`config.mk`:
```
export PLATFORM = sky130hd
export DESIGN_NAME = div_7_flat
export DESIGN_NICKNAME = d
export VERILOG_FILES = /design/src/rtl/div_7_pkg.sv /design/src/rtl/div_7_if.sv /design/src/rtl/div_7_step.sv /design/src/rtl/div_7.sv /design/src/flat_wrapper.sv
export SDC_FILE = /design/constraint.sdc
export NUM_CORES = 1
export LEC_CHECK = 0
export ABC_CLOCK_PERIOD_IN_PS = 1680
export BUFFER_PORTS_ARGS = -buffer_cell sky130_fd_sc_hd__buf_4
export CAP_MARGIN = 20
export CORE_MARGIN = 2
export CORE_UTILIZATION = 55
export DETAILED_ROUTE_END_ITERATION = 8
export HOLD_SLACK_MARGIN = 0.08
export PLACE_DENSITY = 0.88
export SLEW_MARGIN = 20
export SYNTH_ARGS = -nofsm -noshare
export SYNTH_HDL_FRONTEND = slang
export SYNTH_SLANG_ARGS = --single-unit
```
`constraint.sdc`:
```
create_clock -name clk -period 1.68 [get_ports clk]
set_input_delay 0.252 -clock clk [delete_from_list [all_inputs] [get_ports clk]]
set_output_delay 0.252 -clock clk [all_outputs]
set_load 0.03 [all_outputs]
```
`src/rtl/div_7_pkg.sv`:
```
// div_7_pkg: shared types and sizing for the sequential divide-by-7 unit.
// Build option: DIV7_RADIX4_EN selects two restoring steps per CALC cycle.
package div_7_pkg;

    typedef enum logic [1:0] {
        IDLE = 2'd0,
        CALC = 2'd1,
        DONE = 2'd2
    } state_t;

    localparam int DIVISOR = 7;
    localparam int DATA_W  = 16;
    localparam int Q_W     = 14;
    localparam int R_W     = 4;

`ifdef DIV7_RADIX4_EN
    localparam int STEPS     = DATA_W / 2;
    localparam int STEP_BITS = 2;
`else
    localparam int STEPS     = DATA_W;
    localparam int STEP_BITS = 1;
`endif

    localparam int CNT_W = $clog2(STEPS + 1);

endpackage

```
`src/rtl/div_7_if.sv`:
```
// div_7_if: request/result bundle between a controller and div_7.
// master drives start/data; slave returns valid, busy, q, reminder.
interface div_7_if;
    import div_7_pkg::*;

    logic              start;
    logic [DATA_W-1:0] data;
    logic              valid;
    logic              busy;
    logic [R_W-1:0]    reminder;
    logic [Q_W-1:0]    q;

    modport master (
        output start,
        output data,
        input  valid,
        input  busy,
        input  reminder,
        input  q
    );

    modport slave (
        input  start,
        input  data,
        output valid,
        output busy,
        output reminder,
        output q
    );

endinterface

```
`src/rtl/div_7_step.sv`:
```
// div_7_step: one combinational restoring step of division by DIVISOR.
// Ports: r_in/bit_in (partial remainder, next dividend bit) -> r_out, q_bit.
module div_7_step
    import div_7_pkg::*;
(
    input  logic [R_W-1:0] r_in,
    input  logic           bit_in,
    output logic [R_W-1:0] r_out,
    output logic           q_bit
);

    logic [R_W-1:0] shifted;

    // r_in is always below DIVISOR, so its MSB is zero and drops off here.
    logic unused_r_msb;
    assign unused_r_msb = r_in[R_W-1];

    assign shifted = {r_in[R_W-2:0], bit_in};
    assign q_bit   = (shifted >= R_W'(DIVISOR));
    assign r_out   = q_bit ? (shifted - R_W'(DIVISOR)) : shifted;

endmodule

```
`src/rtl/div_7.sv`:
```
// div_7: iterative unsigned 16-bit divide-by-7, restoring shift/subtract.
// Ports: clk, rst (async, active-low), bus (div_7_if.slave). Option: DIV7_RADIX4_EN.
module div_7
    import div_7_pkg::*;
(
    input  logic     clk,
    input  logic     rst,
    div_7_if.slave   bus
);

    state_t            state;
    logic [DATA_W-1:0] dvd;
    logic [DATA_W-1:0] quot;
    logic [R_W-1:0]    rem;
    logic [CNT_W-1:0]  cnt;

    logic              valid_q;
    logic              busy_q;
    logic [Q_W-1:0]    q_q;
    logic [R_W-1:0]    rem_q;

    logic [R_W-1:0]       rem_nx;
    logic [STEP_BITS-1:0] qbits;

    logic [R_W-1:0] r0;
    logic           q0;

    div_7_step u_step0 (
        .r_in   (rem),
        .bit_in (dvd[DATA_W-1]),
        .r_out  (r0),
        .q_bit  (q0)
    );

`ifdef DIV7_RADIX4_EN
    logic [R_W-1:0] r1;
    logic           q1;

    // Second step consumes the remainder of the first in the same cycle.
    div_7_step u_step1 (
        .r_in   (r0),
        .bit_in (dvd[DATA_W-2]),
        .r_out  (r1),
        .q_bit  (q1)
    );

    assign rem_nx = r1;
    assign qbits  = {q0, q1};
`else
    assign rem_nx = r0;
    assign qbits  = q0;
`endif

    // Quotient of a 16-bit value by 7 never exceeds 14 bits.
    logic unused_quot_hi;
    assign unused_quot_hi = ^quot[DATA_W-1:Q_W];

    always_ff @(posedge clk or negedge rst) begin
        if (!rst) begin
            state   <= IDLE;
            dvd     <= '0;
            quot    <= '0;
            rem     <= '0;
            cnt     <= '0;
            valid_q <= 1'b0;
            busy_q  <= 1'b0;
            q_q     <= '0;
            rem_q   <= '0;
        end else begin
            valid_q <= 1'b0;
            unique case (state)
                IDLE: begin
                    if (bus.start) begin
                        dvd    <= bus.data;
                        quot   <= '0;
                        rem    <= '0;
                        cnt    <= '0;
                        busy_q <= 1'b1;
                        state  <= CALC;
                    end
                end
                CALC: begin
                    dvd  <= {dvd[DATA_W-STEP_BITS-1:0], {STEP_BITS{1'b0}}};
                    quot <= {quot[DATA_W-STEP_BITS-1:0], qbits};
                    rem  <= rem_nx;
                    cnt  <= cnt + 1'b1;
                    if (cnt == CNT_W'(STEPS - 1)) begin
                        busy_q <= 1'b0;
                        state  <= DONE;
                    end
                end
                DONE: begin
                    valid_q <= 1'b1;
                    q_q     <= quot[Q_W-1:0];
                    rem_q   <= rem;
                    state   <= IDLE;
                end
                default: begin
                    busy_q <= 1'b0;
                    state  <= IDLE;
                end
            endcase
        end
    end

    assign bus.valid    = valid_q;
    assign bus.busy     = busy_q;
    assign bus.q        = q_q;
    assign bus.reminder = rem_q;

endmodule

```
`src/flat_wrapper.sv`:
```
// flat-port wrapper written by rule: the top's interface ports become plain ports
module div_7_flat import div_7_pkg::*;
  (clk, rst, bus_start, bus_data, bus_valid, bus_busy, bus_reminder, bus_q);
  div_7_if bus_i ();
  input  logic clk;
  input  logic rst;
  input wire logic [$bits(bus_i.start)-1:0] bus_start;
  input wire logic [$bits(bus_i.data)-1:0] bus_data;
  output wire logic [$bits(bus_i.valid)-1:0] bus_valid;
  output wire logic [$bits(bus_i.busy)-1:0] bus_busy;
  output wire logic [$bits(bus_i.reminder)-1:0] bus_reminder;
  output wire logic [$bits(bus_i.q)-1:0] bus_q;
  assign bus_i.start = bus_start;
  assign bus_i.data = bus_data;
  assign bus_valid = bus_i.valid;
  assign bus_busy = bus_i.busy;
  assign bus_reminder = bus_i.reminder;
  assign bus_q = bus_i.q;
  div_7 u_core (.clk(clk), .rst(rst), .bus(bus_i));
endmodule
```
==> impl_metrics.json <==
{
  "grt_max_degree": 62,
  "cts-root-buf": "clkbuf_8",
  "track_usage_pct": 21.9,
  "worst_r2r_path_depth": 5,
  "worstSetupPathType": "reg -> reg",
  "hold_class": "in -> reg",
  "min_period_over_period_pct": 86.4,
  "rows": 25,
  "cts_sinks": 61,
  "insertedDiodeCount": 0,
  "maxSlewViolCount": 0,
  "synth_cell_type_count": 26,
  "crit_slowest_cell": "dfrtp_1",
  "post-route-min-period_ps": 1450,
  "vias": 1855,
  "worst-path-stages": 5,
  "final_antenna_net_count": 0,
  "clock_path_buffers": 2,
  "status": "finished, final reports clean",
  "cts-hold-fix-buffers": 1,
  "drive_gt1_share_pct": 30.1,
  "crit_family": "flip-flops",
  "netlist_area_um2": 2650,
  "fillers": 353,
  "place_congestion": 0.733,
  "max_stage_delay_ps": 490,
  "worstSetupStartpointType": "flop",
  "hpwl_um": 3220,
  "path_max_fanout": 17,
  "area_growth_pct": 20.9,
  "rsz0062_at_grt": "false",
  "avgSynthCellArea_um2": 12.0,
  "drt-initial-drc-count": 135,
  "place_area_um2": 2970,
  "cts_max_level": 3,
  "synthCells": 221,
  "cts_tree": "built",
  "route.detailed.drc": 0,
  "numPortBuffers": 38,
  "cp_common_cell": "buf_4",
  "grt_pass1_vias": 1814,
  "most-common-layout-cells": "dfrtp_1, buf_4, a21oi_1",
  "wirelength_um": 4990,
  "path_buf_inv": 2,
  "gr-total-overflow": 0,
  "io_pins": 39,
  "clock_skew_ps": 5.88,
  "clock_latency_ps": 340,
  "yosys_warnings": 0,
  "start_util_pct": 56.5,
  "cp-end-kind": "flop",
  "holdPathStages": 3,
  "design.die.area_um2": 5390,
  "arrival_ps": 1660,
  "mostFrequentLayoutCell": "dfrtp_1",
  "fmax_mhz": 689,
  "postLayoutCellArea_um2": 3210,
  "maxCapViolations": 0,
  "routed_via_density": 5.74,
  "core-area_um2": 4690,
  "hold_viol_final": 0,
  "pwr_density_cell_nw_per_um2": 1740,
  "synth_seq_cells": 61,
  "cts_buffers": 9,
  "ir_worst_vdd_mv": 0.805,
  "dieWidth_um": 73.4,
  "ctsResizeCount": 0,
  "worstMarginPinSlew_ps": 748,
  "grt_pass1_wl_um": 8730,
  "final_net_count": 286,
  "post-cts-setup-buffers": 0,
  "avgRoutedWirePerCell_um": 15.4,
  "crit_chain": "buf_4, nor2b_1, buf_4, a21oi_1, o21ai_0",
  "grt_antenna_before_repair": 0,
  "setup_viol_count_final": 0,
  "synth_nets": 243,
  "p_leak_uw": 0.00161,
  "maxSlewHeadroom_pct": 50.1,
  "required_ps": 1890,
  "yosysSeqAreaShare_pct": 57.6,
  "die_y_um": 73.4,
  "first_pass_iters": 4,
  "utilization_pct": 68.3,
  "cts.reportedPaths.clkPinSlew_ps": 70,
  "tns_ps": 0
}
-- worst register-to-register path: stages, from the launching register on --
cell	delay, ps
dfrtp_1	490
buf_4	280
nor2b_1	70
buf_4	200
a21oi_1	190
o21ai_0	110
-- routing by layer --
| metal | up-vias | routed length (um) | GRT usage (%) |
|---|---|---|---|
| li1 | 880 | - | - |
| met1 | 914 | 2290 | 30.0 |
| met2 | 52 | 2390 | 31.6 |
| met3 | 9 | 250 | 9.33 |
| met4 | 0 | 59 | 7.47 |
| met5 | - | 0 | 0 |
-- sequential cells by signal (all words and copies together) (netlist names) --
signal / count
u_core.bus.busy: 1
u_core.bus.q: 14
u_core.bus.reminder: 4
u_core.bus.valid: 1
u_core.cnt: 5
u_core.dvd: 16
u_core.quot: 14
u_core.rem: 4
u_core.state: 2
-- final cells by class --
| class | count | area [um^2] | area share (%) |
|---|---|---|---|
| clock buffers | 9 | 124 | 3.86 |
| multi-input cells | 141 | 1020 | 31.8 |
| inverters | 4 | 15.0 | 0.468 |
| flip-flops and latches | 61 | 1530 | 47.6 |
| clock inverters | 7 | 98.8 | 3.08 |
| repair buffers | 47 | 355 | 11.1 |
| well taps | 54 | 67.6 | 2.11 |
-- cells by family after synthesis --
family | synth area share [%]
simple gates | 8.54
compound gates | 17.6
fa+ha+maj | 1.42
flops | 57.6
mux | 10.4
xor+xnor | 0.330
buf+inv | 4.11
-- report_power, final --
group	total [uW]	internal (uW)	switching [uW]
Sequential	2380	1980	406
Clock	1450	841	606
Combinational	1750	829	921
-- worst paths after layout --
| path | end | start | slack, ps |
|---|---|---|---|
| max | u_core.dvd[12]$_DFFE_PN0P_ | u_core.state[1]$_DFFE_PN0P_ | 230 |
| min | u_core.dvd[9]$_DFFE_PN0P_ | bus_data[9] | 170 |
| max reg2reg | u_core.dvd[12]$_DFFE_PN0P_ | u_core.state[1]$_DFFE_PN0P_ | 230 |
| min reg2reg | u_core.cnt[4]$_DFFE_PN0P_ | u_core.cnt[4]$_DFFE_PN0P_ | 490 |
| max in group asynchronous | u_core.quot[13]$_DFFE_PN0P_ | rst | 660 |
| min in group asynchronous | u_core.bus.reminder[3]$_DFFE_PN0N_ | rst | 530 |
-- synthesized netlist by cell type --
cell type  number  share of area (%)
dfrtp_1        61                 58
a21oi_1        18                3.4
a22oi_1        15                4.2
o21ai_0        15                2.8
a22o_1         14                4.6
nand2_1        12                1.7
nor2b_1        12                2.8
o21ai_1        10                1.9
buf_2           9                1.7
mux2_2          9                3.8
mux2_4          9                5.1
and2b_1         7                2.0
inv_1           4               0.57
mux2i_1         4                1.5
nor2_1          4               0.57
buf_6           3                1.3
ha_1            3                1.4
clkbuf_1        2               0.28
nand2b_1        2               0.47
nand3_1         2               0.38
and3_1          1               0.24
buf_4           1               0.28
nor4bb_1        1               0.38
o21bai_1        1               0.28
o311ai_1        1               0.33
xor2_1          1               0.33
-- metrics by stage --
stage / std cells / power [uW] / setup WS, ps / hold slack (ps)
after global routing: 323 / 5960 / 106 / 164
after detailed placement: 306 / 4160 / 261 / 365
final: 323 / 5580 / 229 / 171
after CTS: 323 / 5630 / 246 / 152
after floorplan: 221 / 3580 / 399 / -43.6
after global placement: 306 / 4060 / 282 / 357
No activity file was read; power rests on OpenSTA's default activity.
